File: config.mk
export PLATFORM = sky130hd
export DESIGN_NAME = hamming_seq_ctrl
export DESIGN_NICKNAME = d
export VERILOG_FILES = /design/src/rtl/hamming_seq_ctrl.sv
export SDC_FILE = /design/constraint.sdc
export NUM_CORES = 1
export LEC_CHECK = 0
export CAP_MARGIN = 5
export CORE_MARGIN = 2
export CORE_UTILIZATION = 29
export CTS_CLUSTER_DIAMETER = 100
export CTS_CLUSTER_SIZE = 16
export DETAILED_ROUTE_END_ITERATION = 12
export PLACE_DENSITY = 0.52
export SYNTH_ARGS = -nofsm -noshare
export SYNTH_HDL_FRONTEND = slang
export SYNTH_SLANG_ARGS = --single-unit
export TNS_END_PERCENT = 10
File: constraint.sdc
create_clock -name clk -period 2.5 [get_ports clk]
set_input_delay 0.375 -clock clk [delete_from_list [all_inputs] [get_ports clk]]
set_output_delay 0.375 -clock clk [all_outputs]
set_load 0.02 [all_outputs]
File: src/rtl/hamming_seq_ctrl.sv
// Job sequencer for Hamming(16,11) SECDED: walks NUM_MSG messages through the
// single-port data memory, encoding or decoding each one and writing it back.
module hamming_seq_ctrl #(
    parameter int NUM_MSG = 15,
    parameter int AW      = 8,
    parameter int ENC_SRC = 0,
    parameter int ENC_DST = 30,
    parameter int DEC_SRC = 64,
    parameter int DEC_DST = 94
) (
    input  logic          clk,
    input  logic          reset,
    input  logic          req,
    input  logic          mode,
    output logic          ack,
    output logic          busy,
    output logic [AW-1:0] mem_addr,
    input  logic [7:0]    mem_rd_data,
    output logic [7:0]    mem_wr_data,
    output logic          mem_wr_en,
    output logic [3:0]    n_single,
    output logic [3:0]    n_double
);

    localparam int IW = (NUM_MSG > 1) ? $clog2(NUM_MSG) : 1;

    typedef enum logic [2:0] {IDLE, RD_LO, RD_HI, WR_LO, WR_HI, DONE} state_t;

    state_t        state_q, state_d;
    logic [IW-1:0] i_q, i_d;
    logic          mode_q, mode_d;
    logic [7:0]    lo_q, lo_d;
    logic [7:0]    hi_q, hi_d;
    logic [3:0]    n_single_q, n_single_d;
    logic [3:0]    n_double_q, n_double_d;

    // Encoder: d[11:1] maps to ds[10:0]
    logic [10:0] ds;
    logic        p8, p4, p2, p1, p0;
    logic [15:0] enc_w;

    assign ds    = {hi_q[2:0], lo_q};
    assign p8    = ^ds[10:4];
    assign p4    = (^ds[10:7]) ^ (^ds[3:1]);
    assign p2    = ds[10] ^ ds[9] ^ ds[6] ^ ds[5] ^ ds[3] ^ ds[2] ^ ds[0];
    assign p1    = ds[10] ^ ds[8] ^ ds[6] ^ ds[4] ^ ds[3] ^ ds[1] ^ ds[0];
    assign p0    = (^ds) ^ p8 ^ p4 ^ p2 ^ p1;
    assign enc_w = {ds[10:4], p8, ds[3:1], p4, ds[0], p2, p1, p0};

    // Decoder: odd overall parity means a correctable single error at w[syn]
    logic [15:0] raw_w, fixed_w, dec_w;
    logic [3:0]  syn;
    logic        par, dbl;

    assign raw_w = {hi_q, lo_q};

    always_comb begin
        syn = '0;
        for (int k = 1; k < 16; k++) begin
            if (raw_w[k]) syn = syn ^ 4'(k);
        end
    end

    assign par     = ^raw_w;
    assign dbl     = !par && (syn != 4'd0);
    assign fixed_w = par ? (raw_w ^ (16'd1 << syn)) : raw_w;
    assign dec_w   = {dbl, 4'b0000, fixed_w[15:9], fixed_w[7:5], fixed_w[3]};

    logic [15:0]   result;
    logic [AW-1:0] src_base, dst_base, off;

    assign result   = mode_q ? dec_w : enc_w;
    assign src_base = mode_q ? AW'(DEC_SRC) : AW'(ENC_SRC);
    assign dst_base = mode_q ? AW'(DEC_DST) : AW'(ENC_DST);
    assign off      = AW'({i_q, 1'b0});

    always_comb begin
        state_d     = state_q;
        i_d         = i_q;
        mode_d      = mode_q;
        lo_d        = lo_q;
        hi_d        = hi_q;
        n_single_d  = n_single_q;
        n_double_d  = n_double_q;
        mem_addr    = '0;
        mem_wr_en   = 1'b0;
        mem_wr_data = 8'h00;
        ack         = 1'b0;
        busy        = 1'b1;
        case (state_q)
            IDLE: begin
                busy = 1'b0;
                if (req) begin
                    mode_d     = mode;
                    i_d        = '0;
                    n_single_d = 4'd0;
                    n_double_d = 4'd0;
                    state_d    = RD_LO;
                end
            end
            RD_LO: begin
                mem_addr = src_base + off;
                lo_d     = mem_rd_data;
                state_d  = RD_HI;
            end
            RD_HI: begin
                mem_addr = src_base + off + AW'(1);
                hi_d     = mem_rd_data;
                state_d  = WR_LO;
            end
            WR_LO: begin
                mem_addr    = dst_base + off;
                mem_wr_en   = 1'b1;
                mem_wr_data = result[7:0];
                // Error statistics only make sense for decode jobs
                if (mode_q && par && (n_single_q != 4'hF)) n_single_d = n_single_q + 4'd1;
                if (mode_q && dbl && (n_double_q != 4'hF)) n_double_d = n_double_q + 4'd1;
                state_d = WR_HI;
            end
            WR_HI: begin
                mem_addr    = dst_base + off + AW'(1);
                mem_wr_en   = 1'b1;
                mem_wr_data = result[15:8];
                if (i_q == IW'(NUM_MSG - 1)) begin
                    state_d = DONE;
                end else begin
                    i_d     = i_q + IW'(1);
                    state_d = RD_LO;
                end
            end
            DONE: begin
                ack     = 1'b1;
                state_d = IDLE;
            end
            default: begin
                busy    = 1'b0;
                state_d = IDLE;
            end
        endcase
    end

    always_ff @(posedge clk or negedge reset) begin
        if (!reset) begin
            state_q    <= IDLE;
            i_q        <= '0;
            mode_q     <= 1'b0;
            lo_q       <= 8'h00;
            hi_q       <= 8'h00;
            n_single_q <= 4'd0;
            n_double_q <= 4'd0;
        end else begin
            state_q    <= state_d;
            i_q        <= i_d;
            mode_q     <= mode_d;
            lo_q       <= lo_d;
            hi_q       <= hi_d;
            n_single_q <= n_single_d;
            n_double_q <= n_double_d;
        end
    end

    assign n_single = n_single_q;
    assign n_double = n_double_q;

endmodule

**Yosys cells after proc, flatten, opt, wreduce, memory -nomap -nowiden**

Index checks and enable logic that the tools add are counted.

- Logic and storage cells: 114
- Memories: 0
- Bits in read-only memories: 0
- RAM bits: 0
- Output and inout port bits: 27
- Flip-flop bits (word level): 32
- Latch bits: 0
- Bits of input ports: 12

- Reductions and logical operators: 21
- Magnitude comparators: 0
- Multiplexer cells: 34
- Divide/modulo/power cells: 0
- Shift operators: 1
- Multipliers: 0
- $add $sub $neg: 7
- Bitwise logic cells: 32
- Eq/ne operators: 12

Operator list:

| operator | number |
|---|---|
| $mux W4 | 12 |
| $mux W16 | 2 |
| $pmux W8 S4 | 1 |
| $pmux W4 S2 | 3 |
| $mux W3 | 6 |
| $xor A1 B1 Y1 | 17 |
| $add A7 B5 Y8 | 2 |
| $add A8 B1 Y8 const B | 2 |
| $pmux W8 S2 | 1 |
| $reduce_xor A16 Y1 | 1 |
| $shl A1 B4 Y16 const A | 1 |
| $xor A16 B16 Y16 | 1 |
| $pmux W3 S5 | 1 |
| $mux W7 | 2 |
| $add A4 B1 Y4 const B | 3 |
| $not A2 Y2 | 6 |
| $not A3 Y3 | 4 |
| $reduce_xor A11 Y1 | 1 |
| $reduce_and A3 Y1 | 3 |
| $ne A2 B2 Y1 const B | 4 |
| $ne A4 B4 Y1 const B | 2 |
| $reduce_xor A7 Y1 | 1 |
| $eq A3 B2 Y1 const B | 2 |
| $eq A3 B3 Y1 const B | 2 |
| 16 further kinds | 27 |

**Logic depth before layout (Yosys ltp)**

- Word-level depth: 32
- Gate-level depth with buffers: 9
- Gate-level depth less buffers: 8

**Worst setup path before layout**

Ideal clock, no wire load.

- Kind: reg-to-output
- From: register state_q[2]
- To: output mem_addr[1]
- Path buffers: 3
- Setup slack: -163 ps
- Cell stages (with the launch flop): 10
- Arrival: 2288 ps
- Required time: 2125 ps
- Path through: dfrtp_1 > clkbuf_1 > clkbuf_1 > nand2_1 > inv_1 > clkbuf_1 > ha_1 > nor3b_1 > a21oi_1 > o22ai_1

- Word-level cells in the longest chain between the ends: 2
- Elaborated cells on any way between the ends: 5
- Those cells by class: eq/ne (4); mux (1)

Ends and longest elaborated chain:

| what | RTL line | text |
|---|---|---|
| start: declaration | 29 | `state_t state_q, state_d;` |
| start signal: assignment | 152 | `state_q <= state_d;` |
| $eq A3 B3 Y1, or another cell as far along | 90 | `case (state_q)` |
| $pmux W8 S4 (*) | 90 |  |
| end: declaration | 17 | `output logic [AW-1:0] mem_addr,` |

Every way passes the cells marked *; elsewhere a longest branch is shown, timed or not.

**Final worst setup path**

- From: register hi_q[6]
- To: output mem_wr_data[1]

- Word-level cells in the longest chain between the ends: 8
- Elaborated cells on any way between the ends: 9
- Those cells by class: shift (1); mux (5); bitwise (2); reduce/logical (1)

Ends and longest elaborated chain:

| what | RTL line | text |
|---|---|---|
| start: declaration | 33 | `logic [7:0] hi_q, hi_d;` |
| start signal: assignment | 156 | `hi_q <= hi_d;` |
| $mux W4 | 60 | `if (raw_w[k]) syn = syn ^ 4'(k);` |
| $not A4 Y4 (no line) | -- |  |
| $mux W4 | 60 |  |
| $shl A1 B4 Y16 | 66 | `assign fixed_w = par ? (raw_w ^ (16'd1 << syn)) : raw_w;` |
| $xor A16 B16 Y16 | 66 |  |
| $mux W16 (*) | 66 |  |
| $mux W16 (*) | 72 | `assign result = mode_q ? dec_w : enc_w;` |
| $pmux W8 S2 (*) | 90 |  |
| end: declaration | 19 | `output logic [7:0] mem_wr_data,` |

Marks and branches as above.

==> metrics.cfg <==
[run_status]
status=complete, but fails checks
violations=setup timing

[logic_synthesis]
ys_async_sr_fraction=1.000
avgSynthCellArea_um2=10.04
syn-cell-area_um2=2730
yosysSeqAreaShare=0.2933
synth_area_leader_cell=dfrtp_1
synth-edff-count=0
synth_top_area_share=0.2933
synth_warnings=0
yosysMostFrequentCell=dfrtp_1
ys.flop_type=dfrtp_1
synth_nets=290
synthCells=272
yosys-top-cells-area=dfrtp_1, mux2_2, xnor2_1, xor2_1, xnor2_4
synthTopCellsByCount=dfrtp_1, mux2_2, nand2_1, xnor2_1, nor2_1
synth_cell_type_count=59
synth-seq-cells=32

[timing]
period_needed_ps=2938
fin_worst_skew_ps=9.350
final.setup.worst_slack_ps=-438.3
hold_viol=0
relSlewSlack=0.6340
rsz0062_at_grt=true
finalCritPeriodShare=1.175
tightest_slew_ps=544.8
fmax_mhz=340.3
maxSlewViolCount=0
setup_viol=8

[clock_tree]
clk_path_buf_depth=2
clock_latency_ps=290
cts.sinks=32
clk_pin_slew_worst_paths_ps=70
cts_root_buffer=clkbuf_8
cts_tree=built
cts_hold_buf=0
htree_levels=2
numCtsBuffers=5

[floorplanning]
die_height_um=101.0
num_rows=35
ios=39
core-area_um2=9196
die_area_um2=10210
initial_core_util=0.2969
die_w_um=101.0

[routing]
drt_iter0_markers=89
wl_mm=7.099
via_per_inst=4.877
drt.antenna.violating_nets=0
drc_errors=0
first_pass_iters=4
num_vias=2297
wl_per_cell_um=15.07

[placement]
io_buffers=37
dp_hpwl_mm=5.509
gp_congestion=0.9037
placed_cells=457
pre_cts_slack_ps=-587.6
dpl_cell_area_um2=3578

[setup_path]
max_stage_delay_ps=490
endpoint_kind=primary output
cp.required_ps=2120
cp_data_arrival_time_ps=2560
critPathKind=flip-flop to primary output
critPathLaunchType=flip-flop
crit_chain=xor3_1, xnor3_2, inv_2, and3_4, nand2_2, mux2_2, o211ai_2, buf_6
critical_path.max_fanout=5
cp_slowest_cell=xnor3_2

[min_path]
min_path_type=primary input to async pin

[layout]
design_area_um2=3762
diodes=0
num-nets-final=377
final_layout_size_suffix_gt1_frac=0.3917
fillCellCount=906
area_growth_pct=37.81
final-instance-count-excl-fill=471

[grt]
grt_pass1_wl_mm=11.40
antenna_found_initial=0
grt_overflow=0
grt_pass1_vias=2276
grt_max_degree=33
grt_usage=0.1456

[flow_run]
max_cap_violations=0

-- worst max-delay path, delay by kind of cell (launching register included) --
| kind | cells | cell delay [ps] |
|---|---|---|
| AOI/OAI and AO/OA | 1 | 190 |
| xor gates and xnor gates | 2 | 920 |
| buffers and inverters | 2 | 240 |
| DFF | 1 | 380 |
| muxes | 1 | 270 |
| and+or+nand+nor | 2 | 260 |
-- final timing paths --
path	start	endpoint	slack [ps]	cells past startpoint
worst max register to register	hi_q[6]$_DFFE_PN0P_	n_single[0]$_DFFE_PN0P_	120	8
min in group clk	n_single[0]$_DFFE_PN0P_	n_single[0]$_DFFE_PN0P_	590	1
worst min register to register	n_single[0]$_DFFE_PN0P_	n_single[0]$_DFFE_PN0P_	590	1
worst min-delay path	reset	lo_q[7]$_DFFE_PN0N_	480	2
max in group asynchronous	reset	hi_q[3]$_DFFE_PN0P_	1710	2
worst max-delay path	hi_q[6]$_DFFE_PN0P_	mem_wr_data[1]	-440	8
-- layout make-up --
type | count | area (µm²) | area share
well taps | 111 | 138.9 | 0.03691
clock inverters | 3 | 42.54 | 0.01131
clock buffers | 5 | 68.82 | 0.01829
repair buffers | 102 | 844.6 | 0.2245
inverters | 6 | 22.52 | 0.005986
flip-flops and latches | 32 | 802.0 | 0.2132
multi-input cells | 212 | 1843 | 0.4899
-- metrics by stage --
| step | TNS (ps) | util | hold WS (ps) |
|---|---|---|---|
| after global placement | -4148 | 0.3891 | 567.9 |
| after CTS | -3061 | 0.4068 | 509.6 |
| after global routing | -3548 | 0.4091 | 535.4 |
| after detailed placement | -3990 | 0.3891 | 581.7 |
| final | -2730 | 0.4091 | 479.5 |
| after floorplan | -357.7 | - | 79.41 |
-- repair_timing --
item | CTS | global route
pin swaps | 8 | 1
gates cloned | 0 | 0
setup buffers | 6 | 0
resized for setup | 52 | 8
endpoints found under the setup margin | 13 | 12
-- cell usage in the layout, fill, tap and decap left out, types with 2 or more instances in the layout --
| cell type | n |
|---|---|
| buf_4 | 70 |
| dfrtp_1 | 31 |
| clkdlybuf4s50_1 | 22 |
| mux2_2 | 21 |
| nand2_1 | 20 |
| xnor2_1 | 18 |
| nor2_1 | 17 |
| xor2_1 | 17 |
| nand3_1 | 8 |
| o21ai_0 | 8 |
| a21oi_1 | 7 |
| nor3_1 | 7 |
| xnor2_2 | 6 |
| o22ai_1 | 6 |
| ha_1 | 6 |
| inv_1 | 5 |
| clkbuf_8 | 5 |
| xnor2_4 | 4 |
| a22oi_1 | 4 |
| a31oi_1 | 4 |
| dlygate4sd2_1 | 4 |
| xnor3_2 | 3 |
| or2_2 | 3 |
| mux2i_1 | 3 |
| nand4_1 | 3 |
| nor3b_1 | 3 |
| buf_6 | 3 |
| xor3_1 | 2 |
| and2b_2 | 2 |
| o21ai_1 | 2 |
| o22ai_2 | 2 |
| o211ai_1 | 2 |
| and3_1 | 2 |
| a211oi_1 | 2 |
| nand2b_1 | 2 |
| dlymetal6s2s_1 | 2 |
-- registers in the layout, indices dropped and copies added (netlist names) --
register	cells
hi_q	8
n_double	4
state_q	3
n_single	4
i_q	4
lo_q	8
mode_q	1
-- routing by layer --
metal  vias up  share of wire  GRT usage
met2        43           0.49     0.2400
met1      1118           0.46     0.1930
met4         0          0.017    0.04470
li1       1124              -          -
met5         -              0          0
met3        12          0.033    0.02843
-- cells by family (layout without fill, tap and decap cells) --
group	after synthesis	in the layout	synth area share
adders and majority gates	6	6	0.02750
AOI/OAI and AO/OA	49	49	0.1279
DFF	32	32	0.2933
other	1	1	0.001374
muxes	24	24	0.09762
and+or+nand+nor	79	79	0.1494
buffers and inverters	28	116	0.05316
xor gates and xnor gates	53	53	0.2498
Power is not shown: default switching activity piles up to over one toggle a cycle in this logic, so the estimate is an artifact.
